`config.mk`:
```
export PLATFORM = sky130hd
export DESIGN_NAME = ram_16x16
export DESIGN_NICKNAME = d
export VERILOG_FILES = /design/src/rtl/ram_16x16.sv
export SDC_FILE = /design/constraint.sdc
export NUM_CORES = 1
export LEC_CHECK = 0
export CORE_MARGIN = 1.5
export CORE_UTILIZATION = 40
export CTS_CLUSTER_DIAMETER = 120
export CTS_CLUSTER_SIZE = 20
export DETAILED_ROUTE_END_ITERATION = 10
export SYNTH_ARGS = -nofsm -noshare
export SYNTH_HDL_FRONTEND = slang
export SYNTH_SLANG_ARGS = --single-unit
```
`constraint.sdc`:
```
create_clock -name clk -period 5.75 [get_ports clk]
set_input_delay 1.15 -clock clk [delete_from_list [all_inputs] [get_ports clk]]
set_output_delay 1.15 -clock clk [all_outputs]
set_load 0.05 [all_outputs]
```
`src/rtl/ram_16x16.sv`:
```
`default_nettype none
// ============================================================================
// Module   : ram_16x16
// Brief    : 16x16 single-bit video frame memory, row-major (y*16+x),
//            synchronous write with write-through, registered read.
// Revision : 1.0 - initial release
// ============================================================================
module ram_16x16 (
  input  logic       clk,
  input  logic       rst_n,
  input  logic [3:0] x,
  input  logic [3:0] y,
  input  logic       write_enable,
  input  logic       write_data,
  output logic       read_data
);

  localparam int unsigned DEPTH = 256;

  logic [DEPTH-1:0] mem_q;
  logic [DEPTH-1:0] mem_d;
  logic             rd_q;
  logic             rd_d;
  logic [7:0]       addr;

  // Row-major linear index: y selects the row of 16 pixels, x the column.
  assign addr = {y, x};

  always_comb begin
    mem_d = mem_q;
    rd_d  = mem_q[addr];
    if (write_enable) begin
      mem_d[addr] = write_data;
      rd_d        = write_data;
    end
  end

  // Reset takes priority over any write presented in the same cycle.
  always_ff @(posedge clk) begin
    if (!rst_n) begin
      mem_q <= '0;
      rd_q  <= 1'b0;
    end else begin
      mem_q <= mem_d;
      rd_q  <= rd_d;
    end
  end

  assign read_data = rd_q;

endmodule
`default_nettype wire

```
* After elaboration in Yosys (flattened, before gate mapping)
Index checks and enable logic that the tools add are counted.
** Storage, ports and cells
- ROM bits :: 0
- Latch bits :: 0
- Output and inout port bits :: 1
- Memory bits (writable) :: 0
- Bits of input ports :: 12
- Word-level logic and storage cells :: 11
- Memories :: 0
- Flip-flop bits (word level) :: 257
** Cells by class
- Shifts and indexed selects :: 0
- Divide/modulo/power cells :: 0
- Mux-type cells :: 6
- Eq/ne operators :: 0
- $add $sub $neg :: 0
- Bitwise gates (word level) :: 0
- $mul :: 0
- Reductions and logical operators :: 1
- Magnitude comparators :: 2
** Operators with widths (number)
- 256-bit bitwise mux :: 1
- 8-bit by 9-bit less-than comparator with 1-bit output, second input constant :: 1
- 1-bit binary-select mux with 8-bit select :: 1
- 1-bit demux with 8-bit select :: 1
- 8-bit by 1-bit greater-or-equal comparator with 1-bit output, second input constant :: 1
- 1-bit 2-to-1 mux :: 3
- 1-bit logical AND :: 1

* Longest topological paths before layout
Gate-level depths: netlist of run 1.
- Word-level depth :: 5
- Mapped depth :: 11

* Worst setup path after synthesis of run 1
OpenSTA, ideal clock, no wires.
- Path type :: input port to flip-flop
- Start point :: in x[0]
- End point :: reg rd_q, in the netlist read_data
- Data required time :: 5.628 ns
- Buffers on the path :: 2
- Slack :: 2.469 ns
- Data arrival time :: 3.159 ns
- Setup time :: 0.122 ns
- Stages on the path :: 9
- Path through :: buf_2 -> buf_2 -> mux4_2 -> o221ai_1 -> o21a_1 -> a211oi_1 -> nor4_1 -> nand3_1 -> o311a_1
** Between the ends
- Cells in the longest elaborated chain, start to end :: 3
** RTL lines
- start, declared :: RTL line 11 : input logic [3:0] x,
- 1-bit binary-select mux with 8-bit select :: RTL line 31 : rd_d = mem_q[addr];
- 1-bit 2-to-1 mux (not written as such) :: RTL line 31
- 1-bit 2-to-1 mux :: RTL line 32 : if (write_enable) begin
- end signal, assigned :: RTL line 45 : rd_q <= rd_d;
- end, declared :: RTL line 22 : logic rd_q;
No other way between the ends. The select of a mux whose other input is x is not followed.
A chain may end at the register's enable or synchronous reset.

* Worst setup path in the final report of run 1
- Start point :: in x[2]
- End point :: reg mem_q[116]
** Between the ends
- Cells in the longest elaborated chain, start to end :: 5
- Elaborated cells on any way between the ends :: 6
- Classes of those cells :: 2 x order compare; 3 x mux; 1 x reduce/logical
** RTL lines
- 8-bit by 9-bit less-than comparator with 1-bit output (not written as such) or 8-bit by 1-bit greater-or-equal comparator with 1-bit output (tied branches) :: RTL line 33 : mem_d[addr] = write_data;
- 1-bit logical AND (not written as such) :: RTL line 33
- 1-bit 2-to-1 mux (not written as such) :: RTL line 33
- 1-bit demux with 8-bit select * :: RTL line 33
- 256-bit bitwise mux * :: RTL line 33
- end signal, assigned :: RTL line 44 : mem_q <= mem_d;
- end, declared :: RTL line 20 : logic [DEPTH-1:0] mem_q;
Mark *: on every way between the ends. The rest lies on a longest branch, timed or not.

==> key figures, run 1 <==
Place
  • Pre-CTS setup slack: 1.28 ns
  • Routability cong.: 0.847
  • Port bufs: 12
  • Dpl hpwl: roughly 25,000 um
  • DP Cell Count: ~1,800

Worst setup path
  • Setup CP Type: in2reg
  • Worst Path Required: 6.13 ns
  • Worst Setup End Kind: flip-flop
  • Worst path bufs/invs: 3
  • Critical-path cell list: clkdlybuf4s50_1 -> buf_4 -> inv_1 -> nor2_1 -> nand3_1 -> o21ai_0 -> a21boi_0
  • CP top delay family: simple AND/OR/NAND/NOR gates
  • CP Launch Type: input pin
  • Slowest Stage Delay on Critical Path: 0.82 ns
  • CP max FO: 28
  • CP max stage cell: nand3_1
  • CP arrival: around 4.4 ns

Clock tree
  • Cts bufs inserted: 16
  • CTS tree: yes
  • Clk_lat worst skew: 0.50 ns
  • Root Buffer: clkbuf_16
  • H-tree depth: 1
  • Clk pin slew, worst setup/hold paths: 0.09 ns
  • CTS Hold Bufs: 0
  • CTS Buffer Depth: 3
  • CTS resizes: 0
  • Post-CTS setup buffer count: 0
  • Clock Sinks: 257

Final layout
  • Antenna Cells: 0
  • Layout area overhead: 4.87%
  • Final cell count without fillers: around 1,800
  • Layout cell share with drive strength beyond 1: 8.35%
  • Layout Nets: 1,377

Global route
  • First-pass GRT wire length: 67,600 um
  • Antenna violations before repair: 0
  • Pin count of the biggest net entering global routing: 131
  • GRT overflow: 0
  • Number of global-route vias before repair: between 10,000 and 15,000
  • Total Routing Usage GR: around a quarter

Job
  • Number of max-cap violations: 0

Logic synthesis
  • Distinct cells, synth: 42
  • Top cells by count, synth: 267 x nand3_1, 257 x dfxtp_1, 228 x o21ai_0
  • Seq/Total Area, Yosys: 39.5%
  • Synth Register Bits: 257
  • Cells after synthesis: 1,483
  • Top cell type's share of synthesized area: 39.5%
  • Number of flops mapped to enable cells by yosys: 0
  • Asr flop ratio synth: 0%
  • Synth top area cells: dfxtp_1 40%, a21boi_0 13%, nand3_1 10%
  • Post-Syn Area: 13,000 um2
  • Top-count cell post-synth: nand3_1
  • Mean cell area of the mapped netlist: 8.78 um2
  • Yosys Warn Count: 0
  • Synth Flop Type: dfxtp_1
  • Largest area contributor in the netlist: dfxtp_1
  • Syn nets: 1,495

Routing
  • Routed WL: 43,700 um
  • Post-route ant nets: 0
  • Initial drt markers: 1,526
  • Avg Vias per Cell: 6.33
  • Wire per inst: 24.3 um
  • DR DRC count: 0
  • Vias after detailed routing: 11,400
  • First-pass DRT Iterations: 7

Floorplan
  • Io pins: 13
  • Total Die Area: 33,600 um2
  • Die Y-Extent: about 180 um
  • Rows: 65
  • Core ar.: about 32,000 um2
  • Initial core utilization: 40.9%
  • Die W: 183 um

STA
  • Final setup violation count: 0
  • Slew margin rel.: 17.2%
  • Slew Limit Fails: 0
  • Hold Worst Slack: 0.479 ns
  • Tightest Pin Transition: 1.24 ns
  • RSZ-0062 raised after global routing: no
  • Final worst slack: about 1.7 ns
  • Final Skew: 0.00940 ns
  • Final Hold Vio Count: 0
  • Final min period: 4.01 ns
  • Setup_tns: 0 ns
  • Maximum clock rate: 0.249 GHz
  • Tcrit/Tclk final: 69.7%

Power
  • Cell Pwr Density: 237 nW/um2
  • Leak: 4.13 nW
  • Worst VDD drop: 0.149 mV
  • Tot Pwr: roughly 3.2 mW

Status
  • Outcome: completed

Hold path
  • Hold WC Path Type: reg2reg
## placed cells by master (no fill, tap or decap), types with 4 or more instances in the layout
master,count
a211oi_1,4
clkbuf_16,17
nand3_1,267
nand2b_1,10
mux4_2,55
o21ai_0,228
clkdlybuf4s50_1,7
nand4_1,5
and3_1,16
a21boi_0,227
mux2i_1,54
nor2b_1,43
nor2_1,25
dfxtp_1,257
nand2_1,50
buf_4,30
nor4_1,7
a21oi_1,11
nor3_1,12
## cell families (layout without fill, tap and decap cells)
group	Yosys count	in the layout	synth area share, %
AO/OA/AOI/OAI	488	488	23.7
buffers and inverters	178	60	5.40
flip-flops	257	257	39.5
multiplexers	112	112	13.9
AND/OR/NAND/NOR	448	448	17.5
## worst paths after layout
check,from,to,slack (ns),depth (start not counted)
hold reg to reg,mem_q[247],mem_q[247],0.48,2
setup reg to reg,mem_q[95],read_data,3.28,6
hold / removal,mem_q[247],mem_q[247],0.48,2
setup / recovery,x[2],mem_q[116],1.74,7
## state kept, by name (all words and copies together) (netlist names)
register,count
mem_q,256
read_data,1
## layer usage
layer	share of wire [%]	track usage [%]	up-vias
met5	0	0	-
met4	3.0	8.59	0
met3	8.0	3.14	80
met2	45	40.9	471
met1	44	37.0	5704
li1	-	-	5144
## stage by stage
stage	cell area (um2)	utilization [%]
floorplan	13000	-
global placement	13200	41.6
detailed placement	13200	41.6
CTS	13600	42.9
global route	13600	42.9
finish	13600	42.9
## report_power, final
part / switching [mW] / internal (mW)
clock: 0.634 / 0.530
combinational: 0.209 / 0.0795
sequential: 0.00145 / 1.78
## final cells by class
type	instances	area, um2
clock buffers	17	425
clock inverters	1	5.00
fillers	3107	18200
inverters	1	3.75
multi-input cells	1048	7180
flip-flops and latches	257	5140
well taps	435	544
repair buffers	41	343
## worst reg2reg max path: cells and delay by family, from the launching register on
kind / cells / cell delay (ns)
simple gates: 1 / 0.10
mux: 2 / 0.98
compound gates: 3 / 0.98
flops: 1 / 0.32
No activity file was read; power rests on OpenSTA's default activity.
==> run 2, diff against run 1 <==
- clock period: 5.75 -> 3.35 ns (I/O delays scaled with it)
==> run 2 against run 1 <==
Compared with the run above: critical path depth unchanged; setup slack worse by 1.1 ns; clock-buffer cell count unchanged; routed wire length up 4.2%; sequential cell count unchanged; largest power group unchanged; largest cell class unchanged; via count up 4.2%.
==> key figures, run 2 (synthesized netlist as in run 1, its figures left out) <==
Clock tree
  • CTS Hold Bufs: 0
  • CTS Buffer Depth: 3
  • Post-CTS setup buffer count: 0
  • CTS tree: yes
  • Clock Sinks: 257
  • H-tree depth: 1
  • CTS resizes: 0
  • Clk pin slew, worst setup/hold paths: 0.09 ns
  • Clk_lat worst skew: roughly 0.50 ns
  • Root Buffer: clkbuf_16
  • Cts bufs inserted: 16

Power
  • Cell Pwr Density: 389 nW/um2
  • Switching Fraction: 26.0%
  • Leak: 4.61 nW
  • Combinational Power Share: between 10% and 20%
  • Flop pwr share: 54.5%
  • Int Pwr: between 4 and 5 mW
  • Tot Pwr: 5.61 mW
  • Worst VDD drop: 0.299 mV
  • Switching power: approximately 1.5 mW
  • Clk pwr share: 35.5%

Floorplan
  • Die Y-Extent: 183 um
  • Rows: 65
  • Total Die Area: 33,600 um2
  • Initial core utilization: 40.9%
  • Die W: 183 um
  • Io pins: 13
  • Core ar.: around 32,000 um2

Routing
  • Initial drt markers: 1,459
  • Routed WL: 45,600 um
  • DR DRC count: 0
  • Post-route ant nets: 0
  • Wire per inst: about 24 um
  • Avg Vias per Cell: between 6 and 7
  • First-pass DRT Iterations: 5
  • Vias after detailed routing: between 10,000 and 15,000

Final layout
  • Max FFs per register: 256
  • Layout area overhead: 10.9%
  • Antenna Cells: 0
  • Layout filler cell count: roughly 3,000
  • Layout Nets: approximately 1,500
  • Design Area, Final: between 10,000 and 15,000 um2
  • Commonest non-fill, non-tap cell in the layout: nand3_1
  • Commonest non-fill, non-tap cells in the layout: 267 x nand3_1, 257 x dfxtp_1, 228 x o21ai_0
  • Multi-input logic area: a little over 7000 um2
  • Layout cell share with drive strength beyond 1: 14.0%
  • Final Util: 45.4%
  • Storage cell area: 5140 um2
  • Most flops, register: mem_q

Worst setup path
  • Worst path bufs/invs: 1
  • CP top delay family: multiplexers
  • CP Launch Type: input pin
  • Slowest Stage Delay on Critical Path: between 0.5 and 0.6 ns
  • CP max FO: 15
  • Worst Setup End Kind: flip-flop
  • Most used cell, CP: mux4_2
  • CP max stage cell: mux4_2
  • Setup CP Type: in2reg
  • Critical-path cell list: buf_4 -> mux4_2 -> mux4_2 -> a2111oi_0 -> a211o_1 -> nand3_1 -> o311a_1
  • CP arrival: a little over 3 ns
  • Worst Path Required: 3.75 ns

STA
  • Final Skew: about 0.012 ns
  • Final Hold Vio Count: 0
  • Slew Limit Fails: 0
  • Setup_tns: 0 ns
  • Slew margin rel.: between 40% and 50%
  • Maximum clock rate: 0.371 GHz
  • Final min period: 2.69 ns
  • Final setup violation count: 0
  • RSZ-0062 raised after global routing: no
  • Tcrit/Tclk final: 80.4%
  • Tightest Pin Transition: 0.773 ns

Place
  • DP Area: 14,000 um2
  • Port bufs: 12
  • Routability cong.: ~0.94
  • Dpl hpwl: 28,300 um

Global route
  • GRT overflow: 0
  • Pin count of the biggest net entering global routing: 99
  • Number of global-route vias before repair: 11,000
  • Antenna violations before repair: 1
  • Total Routing Usage GR: 27.1%
  • First-pass GRT wire length: 69,700 um

Status
  • Outcome: completed

Job
  • Number of max-cap violations: 0

Hold path
  • Hold WC Path Type: reg2reg
==> run 2: cell count changes in the layout (fill, tap and decap cells not counted), sizes merged <==
cell and change:
buf +90
==> run 2: cell type report <==
cell class,instances,share of cell area [%]
multi-input cells,1048,49.7
flip-flops and latches,257,35.6
repair buffers,131,7.83
well taps,435,3.77
clock buffers,17,2.95
clock inverters,1,0.0347
inverters,1,0.0260
==> run 2: worst min-delay path: stages, from the launching register on <==
cell      delay (ns)
dfxtp_1         0.32
nand2_1         0.05
a21boi_0        0.06
==> run 2: power by group through the flow <==
stage	Clock (mW)	Sequential [mW]	Combinational, mW
final	1.99	3.06	0.562
after CTS	2.00	3.06	0.549
after detailed placement	0	3.13	0.547
after global routing	2.12	3.06	0.587
after global placement	0	3.13	0.549
after floorplan	0	3.13	0.323
==> run 2: final timing paths <==
path | start | endpoint | slack (ns) | cells after the start
hold / removal | mem_q[251] | mem_q[251] | 0.47 | 2
setup reg to reg | mem_q[95] | read_data | 0.95 | 6
setup / recovery | x[0] | read_data | 0.66 | 7
hold reg to reg | mem_q[251] | mem_q[251] | 0.47 | 2
==> run 2: per-stage QoR <==
| step | hold WS (ns) | worst slack [ns] | std cells |
|---|---|---|---|
| floorplan | 0.440 | 0.549 | 1483 |
| global placement | 0.458 | 0.175 | 1872 |
| detailed placement | 0.463 | 0.152 | 1872 |
| CTS | 0.475 | 0.662 | 1890 |
| global route | 0.501 | 0.490 | 1890 |
| finish | 0.467 | 0.655 | 1890 |
==> run 2: metal layers <==
layer | routed length (um) | global-route usage [%] | part of all wire [%] | vias to the layer above
li1 | - | - | - | 5326
met1 | 19900 | 39.3 | 44 | 5887
met2 | 19700 | 40.5 | 43 | 563
met3 | 4460 | 4.63 | 9.8 | 97
met4 | 1470 | 9.21 | 3.2 | 0
met5 | 0 | 0 | 0 | -
